**config.mk**
```make
export PLATFORM = sky130hd
export DESIGN_NAME = mem_access_ctrl_flat
export DESIGN_NICKNAME = d
export VERILOG_FILES = /design/src/rtl/mem_access_ctrl_if.sv /design/src/rtl/mem_access_ctrl.sv /design/src/flat_wrapper.sv
export SDC_FILE = /design/constraint.sdc
export NUM_CORES = 1
export LEC_CHECK = 0
export ABC_AREA = 1
export ABC_CLOCK_PERIOD_IN_PS = 2000
export CAP_MARGIN = 30
export CORE_UTILIZATION = 28
export DETAILED_ROUTE_END_ITERATION = 8
export HOLD_SLACK_MARGIN = 0.12
export PLACE_DENSITY_LB_ADDON = 0.25
export RECOVER_POWER = 50
export SYNTH_ARGS = -nofsm -noshare
export SYNTH_HDL_FRONTEND = slang
export SYNTH_SLANG_ARGS = --single-unit
```
**constraint.sdc**
```tcl
create_clock -name clk -period 2 [get_ports clk]
set_clock_uncertainty 0.15 [all_clocks]
set_input_delay 0.2 -clock clk [delete_from_list [all_inputs] [get_ports clk]]
set_output_delay 0.2 -clock clk [all_outputs]
set_load 0.01 [all_outputs]
```
**src/rtl/mem_access_ctrl_if.sv**
```systemverilog
// RAM-side bus of the memory access sequencer: address/data, enables and ready handshake.
interface mem_access_ctrl_if #(
    parameter int wordSize = 32,
    parameter int addrSize = 9
);
    logic [addrSize-1:0] mem_addr;
    logic [wordSize-1:0] mem_wdata;
    logic [wordSize-1:0] mem_rdata;
    logic                mem_re;
    logic                mem_we;
    logic                mem_ready;

    modport master (
        output mem_addr, mem_wdata, mem_re, mem_we,
        input  mem_rdata, mem_ready
    );

    modport slave (
        input  mem_addr, mem_wdata, mem_re, mem_we,
        output mem_rdata, mem_ready
    );
endinterface

```
**src/rtl/mem_access_ctrl.sv**
```systemverilog
// Sequences one CPU read/write onto a ready-handshake RAM port with a bounded wait,
// and hands read words to the MDR with a one-cycle load strobe.
//
// state   | meaning
// IDLE    | no access, accepts rd_req (priority) or wr_req
// RD_WAIT | mem_re high, waiting for mem_ready or timeout
// RD_LOAD | word in rdata_q, MDR load strobe and done
// WR_WAIT | mem_we high, waiting for mem_ready or timeout
// WR_DONE | write acknowledged, done
// ERR     | memory never answered, err pulse
module mem_access_ctrl #(
    parameter int wordSize = 32,
    parameter int addrSize = 9,
    parameter int TIMEOUT  = 15
) (
    input  logic                clk,
    input  logic                clr,
    input  logic                rd_req,
    input  logic                wr_req,
    input  logic [addrSize-1:0] addr,
    input  logic [wordSize-1:0] wdata,
    mem_access_ctrl_if.master   mem,
    output logic [wordSize-1:0] Mdatain,
    output logic                read,
    output logic                MDRin,
    output logic                busy,
    output logic                done,
    output logic                err
);

    typedef enum logic [2:0] {
        IDLE    = 3'd0,
        RD_WAIT = 3'd1,
        RD_LOAD = 3'd2,
        WR_WAIT = 3'd3,
        WR_DONE = 3'd4,
        ERR     = 3'd5
    } state_t;

    localparam logic [7:0] WAIT_LAST = 8'(TIMEOUT - 1);

    state_t              state;
    state_t              state_nxt;
    logic [addrSize-1:0] addr_q;
    logic [wordSize-1:0] wdata_q;
    logic [wordSize-1:0] rdata_q;
    logic [7:0]          wait_cnt;
    logic                timed_out;

    assign timed_out = (wait_cnt == WAIT_LAST);

    always_ff @(posedge clk or negedge clr) begin
        if (!clr) state <= IDLE;
        else      state <= state_nxt;
    end

    // mem_ready on the final wait cycle still completes the access
    always_comb begin
        state_nxt = state;
        case (state)
            IDLE: begin
                if (rd_req)      state_nxt = RD_WAIT;
                else if (wr_req) state_nxt = WR_WAIT;
            end
            RD_WAIT: begin
                if (mem.mem_ready) state_nxt = RD_LOAD;
                else if (timed_out) state_nxt = ERR;
            end
            WR_WAIT: begin
                if (mem.mem_ready) state_nxt = WR_DONE;
                else if (timed_out) state_nxt = ERR;
            end
            RD_LOAD, WR_DONE, ERR: state_nxt = IDLE;
            default: state_nxt = IDLE;
        endcase
    end

    always_ff @(posedge clk or negedge clr) begin
        if (!clr) begin
            addr_q   <= '0;
            wdata_q  <= '0;
            rdata_q  <= '0;
            wait_cnt <= '0;
        end else begin
            case (state)
                IDLE: begin
                    if (rd_req) begin
                        addr_q   <= addr;
                        wait_cnt <= '0;
                    end else if (wr_req) begin
                        addr_q   <= addr;
                        wdata_q  <= wdata;
                        wait_cnt <= '0;
                    end
                end
                RD_WAIT, WR_WAIT: begin
                    if (mem.mem_ready) begin
                        if (state == RD_WAIT) rdata_q <= mem.mem_rdata;
                    end else if (!timed_out) begin
                        wait_cnt <= wait_cnt + 8'd1;
                    end
                end
                default: ;
            endcase
        end
    end

    // Address/data buses reflect the capture registers at all times
    always_comb begin
        mem.mem_addr  = addr_q;
        mem.mem_wdata = wdata_q;
        Mdatain       = rdata_q;
        mem.mem_re    = 1'b0;
        mem.mem_we    = 1'b0;
        read          = 1'b0;
        MDRin         = 1'b0;
        done          = 1'b0;
        err           = 1'b0;
        busy          = (state != IDLE);
        case (state)
            RD_WAIT: mem.mem_re = 1'b1;
            WR_WAIT: mem.mem_we = 1'b1;
            RD_LOAD: begin
                read  = 1'b1;
                MDRin = 1'b1;
                done  = 1'b1;
            end
            WR_DONE: done = 1'b1;
            ERR:     err  = 1'b1;
            default: ;
        endcase
    end

endmodule

```
**src/flat_wrapper.sv**
```systemverilog
// flat-port wrapper written by rule: the top's interface ports become plain ports
module mem_access_ctrl_flat 
#(
    parameter int wordSize = 32,
    parameter int addrSize = 9,
    parameter int TIMEOUT  = 15
)
  (clk, clr, rd_req, wr_req, addr, wdata, Mdatain, read, MDRin, busy, done, err, mem_mem_addr, mem_mem_wdata, mem_mem_re, mem_mem_we, mem_mem_rdata, mem_mem_ready);
  mem_access_ctrl_if #(.wordSize(wordSize), .addrSize(addrSize)) mem_i ();
  input  logic clk;
  input  logic clr;
  input  logic rd_req;
  input  logic wr_req;
  input  logic [addrSize-1:0] addr;
  input  logic [wordSize-1:0] wdata;
  output logic [wordSize-1:0] Mdatain;
  output logic read;
  output logic MDRin;
  output logic busy;
  output logic done;
  output logic err;
  output wire logic [$bits(mem_i.mem_addr)-1:0] mem_mem_addr;
  output wire logic [$bits(mem_i.mem_wdata)-1:0] mem_mem_wdata;
  output wire logic [$bits(mem_i.mem_re)-1:0] mem_mem_re;
  output wire logic [$bits(mem_i.mem_we)-1:0] mem_mem_we;
  input wire logic [$bits(mem_i.mem_rdata)-1:0] mem_mem_rdata;
  input wire logic [$bits(mem_i.mem_ready)-1:0] mem_mem_ready;
  assign mem_mem_addr = mem_i.mem_addr;
  assign mem_mem_wdata = mem_i.mem_wdata;
  assign mem_mem_re = mem_i.mem_re;
  assign mem_mem_we = mem_i.mem_we;
  assign mem_i.mem_rdata = mem_mem_rdata;
  assign mem_i.mem_ready = mem_mem_ready;
  mem_access_ctrl #(.wordSize(wordSize), .addrSize(addrSize), .TIMEOUT(TIMEOUT)) u_core (.clk(clk), .clr(clr), .rd_req(rd_req), .wr_req(wr_req), .addr(addr), .wdata(wdata), .mem(mem_i), .Mdatain(Mdatain), .read(read), .MDRin(MDRin), .busy(busy), .done(done), .err(err));
endmodule
```
==> qor.yml <==
clk_pin_slew_worst_paths_ns: 0.06
synth_most_common_cell: "dfrtp_1"
grt_pass1_wl_um: 15000
ys_ff_latch: 84
yosys-top-cells-count: "84 x dfrtp_1, 79 x nand2_1, 52 x inv_1, 29 x mux2_4, 25 x o21ai_2"
rows: 42
startpoint: "u_core.state[1]"
dpl.hpwl_um: 6540
r2r_slack_ns: 0.18
first_pass_iters: 4
r2r_end: "u_core.Mdatain[23]"
crit_buf_inv: 2
die_x_um: 119
max_freq_mhz: 529
rr_worst_depth: 6
critPathTopFamily: "buffers and inverters"
die_area_sq_um: 14100
setup_violations: 0
num_antenna_cells: 0
drt_iter0_drc: 72
synth_top_area_share_pct: 55.0
hold_viol_final: 0
syn-cell-area_sq_um: 3820
synth-edff-count: 0
finalWirelength_um: 8760
synth_seq_area_share_pct: 55.0
avgSynthCellArea_sq_um: 10.7
area_growth_pct: 54.3
ir_worst_vdd_mv: 0.565
status: "finished, final reports clean"
post-route-period-util_pct: 94.4
design_area_sq_um: 5900
clk_path_buf_depth: 2
synthXorXnorAreaFrac_pct: 0
cts_sinks: 84
coreArea_sq_um: 13300
slew_violations: 0
wl_per_cell_um: 12.4
fill_cells: 1277
rsz0062_at_grt: "no"
synth_cell_types: 29
maxSlewHeadroom_pct: 20.1
placed_area_sq_um: 5600
synth_warnings: 0
required_ns: 1.65
worstMarginPinSlew_ns: 1.20
vias: 2895
cap_violations: 0
crit_end: "busy"
synth-compound-area-share_pct: 10.2
path_cells: "inv_2, nand2_2, clkdlybuf4s50_1"
antenna_left: 0
drive_above_1_share_pct: 18.0
synthArstFlopShare_pct: 100
die_y_um: 119
grt_antenna_before_repair: 0
p_leak_uw: 0.00285
synth_simple_gate_area_share_pct: 13.2
nets: 603
crit_fanout: 5
cts_setup_buffers: 0
synthMuxAreaShare_pct: 12.3
slowest_stage: "clkdlybuf4s50_1"
endpoint_kind: "output pin"
synth_top_family_by_area: "simple AND/OR/NAND/NOR gates"
ys_top_cells_by_area: "dfrtp_1 55%, mux2_4 11%, nand2_1 7.8%"
cp.depth: 3
port_buffers: 157
grt_overflow: 0
fin_tns_setup_ns: 0
synthAdderAreaFrac_pct: 0.655
gp_congestion: 0.809
grt_max_degree: 47
start_kind: "flop"
cts_root_buf: "clkbuf_16"
cts_tree: "done"
ios: 158
cts_buffers: 9
synth_nets: 437
power_density_nw_per_um2: 1440
clk_latency_ns: 0.34
htreeDepth: 3
via_per_inst: 4.11
hold_path.class: "input pin to flop"
gr-usage-all-layers_pct: 13.7
grt_pass1_vias: 3083
worst-setup-path-type: "flop to output pin"
start_util_pct: 28.8
rr_startpoint: "u_core.state[2]"
netlist_instances: 357
drc: 0
crit_arrival_ns: 1.54
synth_top_cell_by_area: "dfrtp_1"
fin_crit_ns: 1.89
synth-main-ff-cell: "dfrtp_1"
slowest_delay_ns: 0.58
metrics by stage:
stage	worst slack, ns	cells	hold slack [ns]	total power [uW]	utilization (%)
after floorplan	0.573	357	-0.246	4960	-
after global placement	0.174	686	-0.0667	6970	42.1
after detailed placement	0.135	686	-0.0693	7050	42.1
after CTS	0.0113	704	0.227	8880	44.7
after global routing	0.0105	704	0.245	9120	44.4
final	0.111	704	0.244	8510	44.4
logic make-up after synthesis:
logic type	Yosys count
and+or+nand+nor	117
DFF	84
buffers and inverters	68
AOI/OAI and AO/OA	54
muxes	32
adders and majority gates	2
where the power goes:
part / total [uW] / internal (uW) / switching (uW)
Clock: 1760 / 1090 / 668
Sequential: 2910 / 2470 / 435
Combinational: 3840 / 2210 / 1640
layer usage:
layer	GRT usage [%]	wire length, um
met1	16.6	3880
met2	21.0	3950
met3	5.32	780
met4	7.12	150
met5	0	0
registers in the layout, indices dropped and copies added, names as in the netlist:
signal,cells
u_core.Mdatain,32
u_core.mem.mem_addr,9
u_core.mem.mem_wdata,32
u_core.state,3
u_core.wait_cnt,8
cell type report:
class / instances / area (sq um) / share of cell area (%)
Tap cell: 176 / 220 / 3.73
Inverter: 56 / 211 / 3.59
Clock buffer: 10 / 229 / 3.88
Multi-Input combinational cell: 205 / 1360 / 23.1
Sequential cell: 84 / 2100 / 35.7
Clock inverter: 6 / 88.8 / 1.51
Timing Repair Buffer: 167 / 1680 / 28.5
cells in the final DEF, fill, tap and decap left out, types with 2 or more instances in the layout:
cell type	netlist	final
a21oi_1	5	5
o21ai_0	7	7
dlygate4sd3_1	0	37
ha_1	2	2
clkbuf_16	0	9
nand2_2	5	4
mux2_4	29	28
inv_1	52	53
o21ai_2	25	25
inv_2	3	2
clkinvlp_4	0	2
nand3_1	9	9
dlygate4sd2_1	0	2
clkbuf_1	1	2
buf_2	0	2
dlymetal6s2s_1	0	3
nor2_2	2	2
dfrtp_1	84	82
buf_4	2	2
bufinv_16	0	2
nand2_1	79	81
buf_12	0	3
nor2_1	16	16
o21ai_1	12	13
clkdlybuf4s50_1	0	116
mux2_2	3	3
dfrtp_2	0	2
how the worst min path moves through the flow:
stage	startpoint	endpoint	slack [ns]	cells past startpoint
finish	wdata[13]	u_core.mem.mem_wdata[13]	0.24	3
global route	wdata[26]	u_core.mem.mem_wdata[26]	0.25	3
CTS	wdata[13]	u_core.mem.mem_wdata[13]	0.23	3
detailed placement	clr	u_core.mem.mem_wdata[6]	-0.07	1
floorplan	clr	u_core.Mdatain[0]	-0.25	0
global placement	clr	u_core.mem.mem_wdata[6]	-0.07	1
tightest hold or removal path: cells and delay by family:
family                 cells  cell delay [ns]
AO/OA/AOI/OAI              1             0.06
buffers and inverters      2             0.44
repair_timing:
item / in CTS / in global routing
hold endpoints to repair: 84 / 0
gates resized for setup: 2 / 5
endpoints found under the setup margin: 2 / 4
hold buffers: 2 / 0
(Power assumes the default switching activity.)
